$ cat src/rtl/wbq_pkg.sv
// Shared types and default sizing for the writeback queue.
// The WBQ_FORWARD_EN macro (see writeback_queue.sv) selects whether lookup data is forwarded.
package wbq_pkg;

    localparam int WBQ_ADDR_WIDTH = 5;
    localparam int WBQ_DATA_WIDTH = 32;
    localparam int WBQ_DEPTH      = 4;

    typedef struct packed {
        logic [WBQ_ADDR_WIDTH-1:0] addr;
        logic [WBQ_DATA_WIDTH-1:0] data;
    } wb_entry_t;

endpackage

$ cat src/rtl/wbq_lookup.sv
// Youngest-match search over the occupied entries of the writeback queue.
// Entries are scanned oldest to youngest so that a later match overrides an earlier one.
module wbq_lookup
    import wbq_pkg::*;
#(
    parameter int ADDR_WIDTH = WBQ_ADDR_WIDTH,
    parameter int DATA_WIDTH = WBQ_DATA_WIDTH,
    parameter int DEPTH      = WBQ_DEPTH,
    parameter int PTR_W      = $clog2(DEPTH),
    parameter int CNT_W      = $clog2(DEPTH + 1)
) (
    input  logic [DEPTH-1:0][ADDR_WIDTH-1:0] addrs_i,
    input  logic [DEPTH-1:0][DATA_WIDTH-1:0] datas_i,
    input  logic [PTR_W-1:0]                 rd_ptr_i,
    input  logic [CNT_W-1:0]                 count_i,
    input  logic [ADDR_WIDTH-1:0]            lookup_addr_i,
    output logic                             hit_o,
    output logic [DATA_WIDTH-1:0]            data_o
);

    logic [PTR_W-1:0] idx_s;

    // Priority search keyed by age offset from the read pointer; x0 never matches.
    always_comb begin
        hit_o  = 1'b0;
        data_o = '0;
        idx_s  = '0;
        for (int k = 0; k < DEPTH; k++) begin
            idx_s = rd_ptr_i + PTR_W'(k);
            if ((CNT_W'(k) < count_i) && (lookup_addr_i != '0) &&
                (addrs_i[idx_s] == lookup_addr_i)) begin
                hit_o  = 1'b1;
                data_o = datas_i[idx_s];
            end else begin
                hit_o  = hit_o;
                data_o = data_o;
            end
        end
    end

endmodule

$ cat src/rtl/writeback_queue.sv
// In-order writeback FIFO in front of the register-file write port, with lookup.
// Define WBQ_FORWARD_EN to forward the youngest matching value on lookup_data_o.
module writeback_queue
    import wbq_pkg::*;
#(
    parameter int ADDR_WIDTH = WBQ_ADDR_WIDTH,
    parameter int DATA_WIDTH = WBQ_DATA_WIDTH,
    parameter int DEPTH      = WBQ_DEPTH
) (
    input  logic                         clk,
    input  logic                         rst,
    input  logic                         in_valid_i,
    output logic                         in_ready_o,
    input  logic [ADDR_WIDTH-1:0]        in_addr_i,
    input  logic [DATA_WIDTH-1:0]        in_data_i,
    input  logic                         wr_stall_i,
    output logic                         RegWrite_o,
    output logic [ADDR_WIDTH-1:0]        write_addr_o,
    output logic [DATA_WIDTH-1:0]        write_data_o,
    input  logic [ADDR_WIDTH-1:0]        lookup_addr_i,
    output logic                         lookup_hit_o,
    output logic [DATA_WIDTH-1:0]        lookup_data_o,
    output logic [$clog2(DEPTH+1)-1:0]   count_o
);

    localparam int PTR_W = $clog2(DEPTH);
    localparam int CNT_W = $clog2(DEPTH + 1);

    logic [PTR_W-1:0] rd_ptr_q, rd_ptr_d;
    logic [PTR_W-1:0] wr_ptr_q, wr_ptr_d;
    logic [CNT_W-1:0] count_q, count_d;

    logic [DEPTH-1:0][ADDR_WIDTH-1:0] addr_q;
    logic [DEPTH-1:0][DATA_WIDTH-1:0] data_q;

    logic                  push_s;
    logic                  pop_s;
    logic                  fwd_hit_s;
    logic [DATA_WIDTH-1:0] fwd_data_s;

    // Handshake and pointer/count update; a full queue refuses even when draining.
    always_comb begin
        in_ready_o = (count_q < CNT_W'(DEPTH));
        push_s     = in_valid_i && in_ready_o && (in_addr_i != '0) && !rst;
        pop_s      = (count_q != '0) && !wr_stall_i && !rst;
        rd_ptr_d   = rd_ptr_q;
        wr_ptr_d   = wr_ptr_q;
        count_d    = count_q;
        if (rst) begin
            rd_ptr_d = '0;
            wr_ptr_d = '0;
            count_d  = '0;
        end else begin
            case ({push_s, pop_s})
                2'b10: begin
                    wr_ptr_d = wr_ptr_q + PTR_W'(1);
                    count_d  = count_q + CNT_W'(1);
                end
                2'b01: begin
                    rd_ptr_d = rd_ptr_q + PTR_W'(1);
                    count_d  = count_q - CNT_W'(1);
                end
                2'b11: begin
                    wr_ptr_d = wr_ptr_q + PTR_W'(1);
                    rd_ptr_d = rd_ptr_q + PTR_W'(1);
                end
                default: begin
                    count_d = count_q;
                end
            endcase
        end
    end

    // Control state register.
    always_ff @(posedge clk) begin
        rd_ptr_q <= rd_ptr_d;
        wr_ptr_q <= wr_ptr_d;
        count_q  <= count_d;
    end

    // Entry storage; contents are don't-care until written.
    always_ff @(posedge clk) begin
        if (push_s) begin
            addr_q[wr_ptr_q] <= in_addr_i;
            data_q[wr_ptr_q] <= in_data_i;
        end
    end

    wbq_lookup #(
        .ADDR_WIDTH (ADDR_WIDTH),
        .DATA_WIDTH (DATA_WIDTH),
        .DEPTH      (DEPTH),
        .PTR_W      (PTR_W),
        .CNT_W      (CNT_W)
    ) u_lookup (
        .addrs_i       (addr_q),
        .datas_i       (data_q),
        .rd_ptr_i      (rd_ptr_q),
        .count_i       (count_q),
        .lookup_addr_i (lookup_addr_i),
        .hit_o         (fwd_hit_s),
        .data_o        (fwd_data_s)
    );

    // Write port and lookup outputs.
    always_comb begin
        RegWrite_o   = pop_s;
        write_addr_o = addr_q[rd_ptr_q];
        write_data_o = data_q[rd_ptr_q];
        count_o      = count_q;
        lookup_hit_o = fwd_hit_s;
`ifdef WBQ_FORWARD_EN
        lookup_data_o = fwd_data_s;
`else
        lookup_data_o = '0;
`endif
    end

endmodule
$ cat config.mk
export PLATFORM = sky130hd
export DESIGN_NAME = writeback_queue
export DESIGN_NICKNAME = d
export VERILOG_FILES = /design/src/rtl/wbq_pkg.sv /design/src/rtl/wbq_lookup.sv /design/src/rtl/writeback_queue.sv
export SDC_FILE = /design/constraint.sdc
export NUM_CORES = 1
export LEC_CHECK = 0
export BUFFER_PORTS_ARGS = -buffer_cell sky130_fd_sc_hd__buf_4
export CAP_MARGIN = 20
export CORE_MARGIN = 3
export CORE_UTILIZATION = 56
export DETAILED_ROUTE_END_ITERATION = 8
export MAX_ROUTING_LAYER = met4
export PLACE_DENSITY = 0.88
export SLEW_MARGIN = 0
export SYNTH_ARGS = -nofsm -noshare
export SYNTH_HDL_FRONTEND = slang
export SYNTH_SLANG_ARGS = --single-unit
export TNS_END_PERCENT = 1
$ cat constraint.sdc
create_clock -name clk -period 3.4 [get_ports clk]
set_input_delay 0.34 -clock clk [delete_from_list [all_inputs] [get_ports clk]]
set_output_delay 0.34 -clock clk [all_outputs]
set_load 0.05 [all_outputs]
* After elaboration in Yosys (flattened, before gate mapping)
Index checks and enable logic that the tools add are counted.
** Storage, ports and cells
- Bits of input ports :: 46
- Word-level logic and storage cells :: 78
- Flip-flop bits (word level) :: 155
- Output and inout port bits :: 75
** Cells by class
- $add $sub $neg :: 6
- Magnitude comparators :: 11
- Mux-type cells :: 21
- Reduce and logical (&&, ||, !) cells :: 22
- Equal/unequal tests :: 7
** Operators by type and width (count)
- bitwise mux 128 bit :: 1
- binary-select mux 32 bit (select 2 bit) :: 1
- demux 32 bit (select 2 bit) :: 1
- two-way mux 32 bit :: 2
- binary-select mux 5 bit (select 2 bit) :: 4
- two-way mux 5 bit :: 5
- bitwise mux 20 bit :: 1
- equality test 5 bit :: 4
- < comparator 2 x 3 -> 1 bit, second input constant :: 5
- logical AND 1 bit :: 14
- demux 5 bit (select 2 bit) :: 1
- nonzero test 5 bit :: 2
- < comparator 1 x 3 -> 1 bit, first input constant :: 2
- < comparator 2 x 3 -> 1 bit, first input constant :: 2
- case mux 3 bit (2 select lines) :: 1
- adder 2 x 1 -> 2 bit, second input constant :: 2
- adder 2 bit, second input constant :: 2
- equality test 2 bit, second input constant :: 2
- two-way mux 1 bit :: 4
- OR reduction 2 bit :: 2
- adder 3 x 1 -> 3 bit, second input constant :: 1
- < comparator 3 bit, second input constant :: 1
- nonzero test 3 bit :: 1
- subtractor 3 x 1 -> 3 bit, second input constant :: 1
- other kinds (4) :: 5

* Longest topological paths before layout
Gate-level depths: netlist of the first run.
- Depth in word-level cells :: 8
- Depth in mapped cells :: 8
- Depth with buffers taken out :: 8

* By module
A second synthesis of the first run with hierarchy kept.
** Second synthesis, totals
- Cell total of the unflattened synthesis :: 789
- Area, all modules :: 10473.8 sq um
** By module, submodules not included
- writeback_queue :: times used 1, area an instance 6053.3 sq um, cells an instance 279
- wbq_lookup :: times used 1, area an instance 4420.5 sq um, cells an instance 510

* Worst setup path before layout of the first run
Ideal clock, no wire load.
- Path kind :: register -> register
- Start point :: register count_q[2], in the netlist count_o[2]
- End point :: register count_q[2], in the netlist count_o[2]
- Arrival time :: 3.469 ns
- Setup slack :: -0.139 ns
- Cell stages (with the launch flop) :: 6
- Period minus slack after synthesis :: 3.539 ns
- Cell sequence :: dfxtp_1 inv_1 a211oi_1 ha_1 or3_1 a21oi_1
** Between the ends
- Longest elaborated chain between the ends :: 6
** RTL lines
- start: declaration :: line writeback_queue.sv:31 : logic [CNT_W-1:0] count_q, count_d;
- start signal: assignment :: line writeback_queue.sv:78 : count_q <= count_d;
- < comparator 3 bit * :: line writeback_queue.sv:43 : in_ready_o = (count_q < CNT_W'(DEPTH));
- via in_ready_o :: line writeback_queue.sv:13 : output logic in_ready_o,
- logical AND 1 bit * (3 in a row) :: line writeback_queue.sv:44 : push_s = in_valid_i && in_ready_o && (in_addr_i != '0) && !rst;
- equality test 2 x 1 -> 1 bit / equality test 2 bit (equally long branches) :: line writeback_queue.sv:54 : case ({push_s, pop_s})
- case mux 3 bit (2 select lines) / nonzero test 2 bit (equally long branches)
The timed path passes the listed nets; every way through them passes the cells marked *.
A chain may end at the register's enable or synchronous reset.

* Final worst setup path of the first run
- Start point :: register rd_ptr_q[0]
- End point :: output port lookup_hit_o
** Between the ends
- Longest elaborated chain between the ends :: 8
** RTL lines
- start: declaration :: line writeback_queue.sv:29 : logic [PTR_W-1:0] rd_ptr_q, rd_ptr_d;
- start signal: assignment :: line writeback_queue.sv:76 : rd_ptr_q <= rd_ptr_d;
- adder 2 x 1 -> 2 bit / binary-select mux 5 bit (select 2 bit) (equally long branches) :: line wbq_lookup.sv:29, wbq_lookup.sv:31
- binary-select mux 5 bit (select 2 bit) / two-way mux 5 bit (equally long branches) :: line wbq_lookup.sv:31 : (addrs_i[idx_s] == lookup_addr_i)) begin
- two-way mux 5 bit (not written as such) / equality test 5 bit (equally long branches) :: line wbq_lookup.sv:31
- equality test 5 bit / logical AND 1 bit (equally long branches) :: line wbq_lookup.sv:31, wbq_lookup.sv:30
- logical AND 1 bit / two-way mux 1 bit (equally long branches) :: line wbq_lookup.sv:30 : if ((CNT_W'(k) < count_i) && (lookup_addr_i != '0) &&
- two-way mux 1 bit (2 in a row) :: line wbq_lookup.sv:30
- two-way mux 1 bit * :: line wbq_lookup.sv:30
- end: declaration :: line writeback_queue.sv:21 : output logic lookup_hit_o,
Every way passes the cells marked *; elsewhere a longest branch is shown, timed or not. The select of a mux whose other input is x is not followed.

==> results of run 1 <==
==> logic make-up (layout without fill, tap and decap cells) <==
kind of cell / Yosys count / in the layout / synth area share
muxes: 56 / 56 / 0.174
AOI/OAI and AO/OA: 12 / 12 / 0.0120
buffers and inverters: 56 / 134 / 0.0518
xor gates and xnor gates: 24 / 24 / 0.0315
and+or+nand+nor: 28 / 28 / 0.0244
DFF: 155 / 155 / 0.687
adders and majority gates: 10 / 10 / 0.0188
other: 1 / 32 / 0.000562
==> state kept, by name (all words and copies together) (netlist names) <==
signal / count
addr_q: 20
count_o: 3
data_q: 128
rd_ptr_q: 2
wr_ptr_q: 2
==> per-stage QoR <==
stage                     hold slack (ps)  instances  total power, mW  worst slack, ps
after detailed placement              543        562             2.93              700
after global routing                  106        594             4.85              150
after floorplan                       439        373             2.75              436
final                                 124        594             4.69              277
after global placement                529        562             2.91              711
after CTS                             107        594             4.73              250
==> synth_stat cells, drive strengths merged, types with 2 or more instances <==
master and number:
xor2 7, buf 41, clkbuf 8, dfxtp 7
inv 7, nor2 8, ha 10, mux2i 10
mux4 46, nand4 3, o21ai 2, a211oi 3
or4 4, nor3 6, a21oi 3, edfxtp 148
o2111ai 2, xnor2 17, and2 4
==> how the worst min path moves through the flow <==
stage / from / end
finish: in_data_i[3] / data_q[3]
CTS: in_data_i[3] / data_q[3]
floorplan: in_addr_i[0] / addr_q[0]
detailed placement: in_data_i[3] / data_q[3]
global route: in_data_i[21] / data_q[85]
global placement: wr_ptr_q[1] / wr_ptr_q[1]
==> layout make-up <==
cell class              count  area [µm²]  share of cell area
well taps                 143         179              0.0224
flip-flops and latches    155        4590               0.573
repair buffers             95         763              0.0954
clock buffers              19         433              0.0541
clock inverters            13         145              0.0181
multi-input cells         162        1870               0.233
inverters                   7        26.3             0.00328
==> per-layer routing <==
layer  vias to the layer above  routed length, µm  global-route usage
met4                         0                209              0.0642
met1                      1743               5080               0.267
li1                       1504                  -                   -
met2                       164               6200               0.322
met3                        22                946              0.0689
met5                         -                  0                   -
==> where the power goes <==
| group | total [mW] | switching [mW] | internal, mW | leakage (nW) |
|---|---|---|---|---|
| Combinational | 0.702 | 0.455 | 0.247 | 1.08 |
| Clock | 1.81 | 0.721 | 1.08 | 0.264 |
| Sequential | 2.18 | 0.0378 | 2.15 | 1.40 |
| Total | 4.69 | 1.21 | 3.48 | 2.75 |
==> impl_metrics.toml, run 1 <==
[power_and_ir_drop]
power.density_nw_per_um2 = 586
ir_worst_vdd_v = 0.000412
power.static_leakage_nw = 2.75

[worst_setup_path]
cp_common_cell = "buf_4"
cp-end-kind = "primary output"
crit_chain = "buf_4, mux4_2, xor2_1, or4_1, nand4_1, buf_4"
crit_start = "rd_ptr_q[0]"
reg2reg_from = "count_o[2]"
worst_setup_path_start_kind = "register"
worst-r2r-setup-slack_ps = 1070
worstSetupEndpoint = "lookup_hit_o"
setup.worst_path.class = "register to primary output"
timing.reg2reg.worst_path_depth = 3
crit_arrival_ps = 2780
cp_top_family = "simple AND/OR/NAND/NOR gates"
cpPeakStageDelay_ps = 560
cp_num_buf_inv = 2
worst_path_max_delay_cell = "dfxtp_4"
critPathMaxFanout = 23
critical_path_required_ps = 3060
cp.depth = 6
critical_path.reg2reg.endpoint = "data_q[24]"

[grt]
grt_pass1_vias = 3631
global_route.overflow_total = 0
grt_pass1_wl_mm = 19.6
grt_antenna_before_repair = 0
grt_max_degree = 29
grt_util_all_layers = 0.209

[sta]
setup-violations-final = 0
tns_ps = 0
clock.fmax_mhz = 320
report.final.slew_viol_count = 0
hold_viol = 0
tightest_slew_ps = 837
unrepaired_setup_endpoints_after_global_routing = "false"
fin_worst_skew_ps = 5.44
relSlewSlack = 0.440
final_min_period_over_clock_period = 0.919
time_the_final_worst_path_needs_with_i_o_delays_and_setup_ps = 3120

[clock_network]
clkSinkCount = 155
tritoncts_clock_tree = "built"
ctsResizeCount = 0
postCtsSetupRepairBufs = 0
worst_setup_hold_path_clk_slew_ps = 60
postCtsHoldBufs = 0
max_clock_buf_depth = 2
insertion_delay_ps = 410
clock_tree.root_cell = "clkbuf_16"
total_cts_buffers = 17
htreeDepth = 4

[route]
vias = 3433
antenna_left = 0
router_iterations_before_antenna_repair = 5
route.final.wire_length_mm = 12.4
drc_errors = 0
drt_first_iter_violations = 290
drt-wirelength-per-cell_um = 20.9
detail_route.vias_per_cell = 5.78

[die]
pin_count = 121
rows = 39
die_x_um = 115
placeableCoreArea_um2 = 11500
die_area_um2 = 13300
height_of_the_die_um = 115
start_util = 0.579

[synthesis]
synthDominantAreaCellType = "edfxtp_1"
synth_cells = 342
synth-main-ff-cell = "edfxtp_1"
synth_area_leaders = "edfxtp_1 (67%), mux4_2 (14%), buf_4 (3.6%)"
mappedNetlistArea_um2 = 6670
synth_async_sr_flop_share = 0
yosysSeqAreaShare = 0.687
synthDominantCellAreaShare = 0.666
synth_enable_flop_cells = 148
mean_instance_size_in_the_synthesized_netlist_um2 = 19.5
synth.lib_cells_used.distinct = 29
yosys_warnings = 0
synth-seq-cells = 155

[layout]
layout_common_cells = "edfxtp_1 (148), buf_4 (91), mux4_2 (40)"
drive_gt1_frac = 0.381
fillerInstances = 702
final_area_um2 = 8000
nNetsFinal = 494
final_common_cell = "edfxtp_1"
fin_util = 0.695
antenna_cells_inserted = 0
layout-area-overhead-vs-synth_pct = 20.0

[place]
post_place_cell_area_um2 = 7420
numPortBuffers = 88
gp_routability_congestion = 0.903
final_hpwl_dp_mm = 8.05

[worst_hold_path]
holdCritPathClass = "primary input to register"
worst_hold_path.num_cells = 1

[job]
max_cap_violations = 0

[outcome]
run_status = "finished, final reports clean"
No activity file was read; power rests on OpenSTA's default activity.
==> run 2, diff against run 1 <==
--- a/config.mk
+++ b/config.mk
@@ -7,11 +7,12 @@
 export LEC_CHECK = 0
 export BUFFER_PORTS_ARGS = -buffer_cell sky130_fd_sc_hd__buf_4
 export CAP_MARGIN = 20
-export CORE_MARGIN = 3
+export CORE_MARGIN = 5
 export CORE_UTILIZATION = 56
 export DETAILED_ROUTE_END_ITERATION = 8
 export MAX_ROUTING_LAYER = met4
 export PLACE_DENSITY = 0.88
+export SKIP_LAST_GASP = 1
 export SLEW_MARGIN = 0
 export SYNTH_ARGS = -nofsm -noshare
 export SYNTH_HDL_FRONTEND = slang
==> impl_metrics.toml, run 2 (synthesis gave the netlist of run 1 again) <==
[grt]
grt_max_degree = 23
grt_util_all_layers = 0.200
grt_pass1_vias = 3564
grt_pass1_wl_mm = 20.4
grt_antenna_before_repair = 0
global_route.overflow_total = 0

[layout]
max_flop_register = "data_q"
fillerInstances = 701
final_common_cell = "edfxtp_1"
final_area_um2 = 8020
largest_register_ff_count = 128
layout_common_cells = "edfxtp_1 (148), buf_4 (92), mux4_2 (40)"
antenna_cells_inserted = 0
layout-area-overhead-vs-synth_pct = 20.3
fin_util = 0.694
drive_gt1_frac = 0.387
instances_no_fill = 595
nNetsFinal = 495

[route]
antenna_left = 0
drt-wirelength-per-cell_um = 21.6
drt_first_iter_violations = 328
vias = 3396
drc_errors = 0
router_iterations_before_antenna_repair = 4
route.final.wire_length_mm = 12.9
detail_route.vias_per_cell = 5.71

[die]
placeableCoreArea_um2 = 11600
height_of_the_die_um = 119
rows = 39
pin_count = 121
die_x_um = 119
die_area_um2 = 14200
start_util = 0.577

[sta]
report.final.slew_viol_count = 0
unrepaired_setup_endpoints_after_global_routing = "false"
clock.fmax_mhz = 321
fin_worst_skew_ps = 7.34
final.setup.worst_slack_ps = 288
tns_ps = 0
relSlewSlack = 0.506
hold_viol = 0
time_the_final_worst_path_needs_with_i_o_delays_and_setup_ps = 3110
tightest_slew_ps = 739
final_min_period_over_clock_period = 0.915
setup-violations-final = 0

[worst_setup_path]
crit_start = "rd_ptr_q[0]"
cp-end-kind = "primary output"
critPathMaxFanout = 22
setup.worst_path.class = "register to primary output"
worst_setup_path_start_kind = "register"
crit_arrival_ps = 2770
reg2reg_from = "count_o[2]"
critical_path_required_ps = 3060

[clock_network]
htreeDepth = 4
ctsResizeCount = 0
postCtsHoldBufs = 0
insertion_delay_ps = 410
worst_setup_hold_path_clk_slew_ps = 60
postCtsSetupRepairBufs = 0
clkSinkCount = 155
total_cts_buffers = 17
max_clock_buf_depth = 2
clock_tree.root_cell = "clkbuf_16"
tritoncts_clock_tree = "built"

[place]
post_place_cell_area_um2 = 7430
numPortBuffers = 88
gp_routability_congestion = 0.852
final_hpwl_dp_mm = 8.02
placed_cells_incl_taps = 563
detailedPlace.worstSlack_ps = 658

[power_and_ir_drop]
power.static_leakage_nw = 2.77
power.density_nw_per_um2 = 589
ir_worst_vdd_v = 0.000471

[job]
max_cap_violations = 0

[worst_hold_path]
holdCritPathClass = "primary input to register"
hold_start = "in_data_i[19]"

[outcome]
run_status = "finished, final reports clean"
run 2: changes by cell type in the layout (fill, tap and decap cells not counted):
cell	delta
clkbuf_1	-2
buf_4	+1
clkinvlp_4	-1
inv_6	+4
clkinv_4	-1
run 2: metal layers:
| metal | up-vias | track usage | part of all wire |
|---|---|---|---|
| li1 | 1504 | - | - |
| met1 | 1731 | 0.254 | 0.39 |
| met2 | 152 | 0.324 | 0.52 |
| met3 | 9 | 0.0536 | 0.077 |
| met4 | 0 | 0.0521 | 0.0054 |
| met5 | - | - | 0 |
run 2: critical path, cell delays in order, from the launching register on:
cell,delay [ps]
dfxtp_4,480
buf_4,440
mux4_2,610
xor2_1,150
or4_1,390
nand4_1,90
buf_4,200
run 2: area by class of cell:
type | count | area, µm² | area share
well taps | 143 | 179 | 0.0223
clock buffers | 17 | 425 | 0.0530
flip-flops and latches | 155 | 4590 | 0.572
inverters | 7 | 26.3 | 0.00328
multi-input cells | 162 | 1870 | 0.233
clock inverters | 15 | 164 | 0.0204
repair buffers | 96 | 771 | 0.0961
run 2: final timing paths:
check / endpoint / slack, ps / depth (start not counted)
setup / recovery: lookup_hit_o / 290 / 6
hold / removal: data_q[19] / 120 / 1
setup reg to reg: data_q[78] / 1130 / 3
hold reg to reg: count_o[2] / 620 / 2
run 2: where the power goes:
part           leakage [nW]  internal [mW]  switching (mW)
logic                  1.09          0.247           0.461
clock network         0.275           1.09           0.743
registers              1.40           2.15          0.0344
run 2: per-stage QoR:
step / total power [mW] / hold WS (ps)
global placement: 2.91 / 533
finish: 4.72 / 123
CTS: 4.76 / 103
global route: 4.90 / 107
floorplan: 2.75 / 439
detailed placement: 2.92 / 542
==> run 3, diff against run 2 <==
==> constraint.sdc (replaced) <==
create_clock -name clk -period 3.4 [get_ports clk]
set_input_delay 0.34 -clock clk [delete_from_list [all_inputs] [get_ports clk]]
set_output_delay 0.34 -clock clk [all_outputs]
set_load 0.02 [all_outputs]
==> impl_metrics.toml, run 3 (synthesis gave the netlist of run 1 again) <==
[sta]
tightest_slew_ps = 762
hold_viol = 0
fin_worst_skew_ps = 6.91
final.setup.worst_slack_ps = 405
clock.fmax_mhz = 334
final_min_period_over_clock_period = 0.881
setup-violations-final = 0
report.final.slew_viol_count = 0
time_the_final_worst_path_needs_with_i_o_delays_and_setup_ps = 2990
unrepaired_setup_endpoints_after_global_routing = "false"
relSlewSlack = 0.490
tns_ps = 0

[die]
rows = 39
height_of_the_die_um = 119
die_area_um2 = 14200
placeableCoreArea_um2 = 11600
start_util = 0.577
die_x_um = 119
pin_count = 121

[route]
drt_first_iter_violations = 169
vias = 3345
antenna_left = 0
drc_errors = 0
detail_route.vias_per_cell = 5.62
route.final.wire_length_mm = 11.8
drt-wirelength-per-cell_um = 19.8
router_iterations_before_antenna_repair = 5

[place]
gp_routability_congestion = 0.796
final_hpwl_dp_mm = 8.20
numPortBuffers = 88
detailedPlace.worstSlack_ps = 845

[power_and_ir_drop]
ir_worst_vdd_v = 0.000432
power_mw = 4.50
power.density_nw_per_um2 = 562
power.static_leakage_nw = 2.76

[clock_network]
max_clock_buf_depth = 2
insertion_delay_ps = 410
tritoncts_clock_tree = "built"
postCtsHoldBufs = 0
htreeDepth = 4
ctsResizeCount = 0
total_cts_buffers = 17
clkSinkCount = 155
postCtsSetupRepairBufs = 0
clock_tree.root_cell = "clkbuf_16"
worst_setup_hold_path_clk_slew_ps = 60

[grt]
grt_antenna_before_repair = 0
grt_util_all_layers = 0.183
grt_pass1_wl_mm = 19.1
grt_pass1_vias = 3603
grt_max_degree = 25
global_route.overflow_total = 0

[layout]
layout-area-overhead-vs-synth_pct = 20.0
final_common_cell = "edfxtp_1"
largest_register_ff_count = 128
max_flop_register = "data_q"
nNetsFinal = 495
drive_gt1_frac = 0.383
layout_common_cells = "edfxtp_1 (148), buf_4 (92), mux4_2 (40)"
antenna_cells_inserted = 0

[worst_setup_path]
cp_num_buf_inv = 1
critical_path_required_ps = 3060
crit_chain = "mux4_1, xnor2_1, nand4_1, or4_1, nand4_1, buf_4"
critPathMaxFanout = 22
crit_arrival_ps = 2650
setup.worst_path.class = "register to primary output"
cp_common_cell = "nand4_1"
cpPeakStageDelay_ps = 680
worst_path_max_delay_cell = "mux4_1"
cp-end-kind = "primary output"
worst-r2r-setup-slack_ps = 1070
worst_setup_path_start_kind = "register"
cp_top_family = "simple AND/OR/NAND/NOR gates"

[worst_hold_path]
holdCritPathClass = "primary input to register"

[outcome]
run_status = "finished, final reports clean"

[job]
max_cap_violations = 0
[run 3: cell count changes in the layout (fill, tap and decap cells not counted), sizes merged]
cell,previous run,this run
clkinvlp,4,3
inv,13,10
clkinv,3,6
clkbuf,17,18
[run 3: final cells by class]
| class | count | area [µm²] |
|---|---|---|
| tap | 143 | 179 |
| sequential | 155 | 4590 |
| fill | 739 | 3560 |
| inverter | 7 | 26.3 |
| timing repair buffer | 96 | 771 |
| multi-input combinational | 162 | 1860 |
| clock buffer | 18 | 429 |
| clock inverter | 14 | 145 |
[run 3: metal layers]
metal	up-vias	wire length, µm	global-route usage
li1	1501	-	-
met1	1695	4910	0.228
met2	141	5930	0.294
met3	8	876	0.0526
met4	0	69	0.0558
met5	-	0	-
[run 3: worst paths after layout]
| path | start | to | cells past startpoint |
|---|---|---|---|
| worst min register to register | wr_ptr_q[1] | wr_ptr_q[1] | 2 |
| worst max-delay path | rd_ptr_q[0] | lookup_hit_o | 6 |
| worst min-delay path | in_data_i[28] | data_q[124] | 1 |
| worst max register to register | count_o[0] | count_o[2] | 7 |
[run 3: power breakdown]
| part | internal [mW] | leakage, nW | switching (mW) |
|---|---|---|---|
| Sequential | 2.15 | 1.40 | 0.0355 |
| Clock | 1.08 | 0.275 | 0.707 |
| Combinational | 0.244 | 1.09 | 0.282 |
| Total | 3.47 | 2.76 | 1.02 |
[run 3: through the flow]
stage          hold WS [ps]  std cells  utilization  instance area, µm²
6_report                126        595        0.692                8000
5_1_grt                 105        595        0.692                8000
4_1_cts                 107        595        0.692                8000
3_5_place_dp            544        563        0.642                7430
3_3_place_gp            538        563        0.642                7430
2_1_floorplan           439        373            -                6790
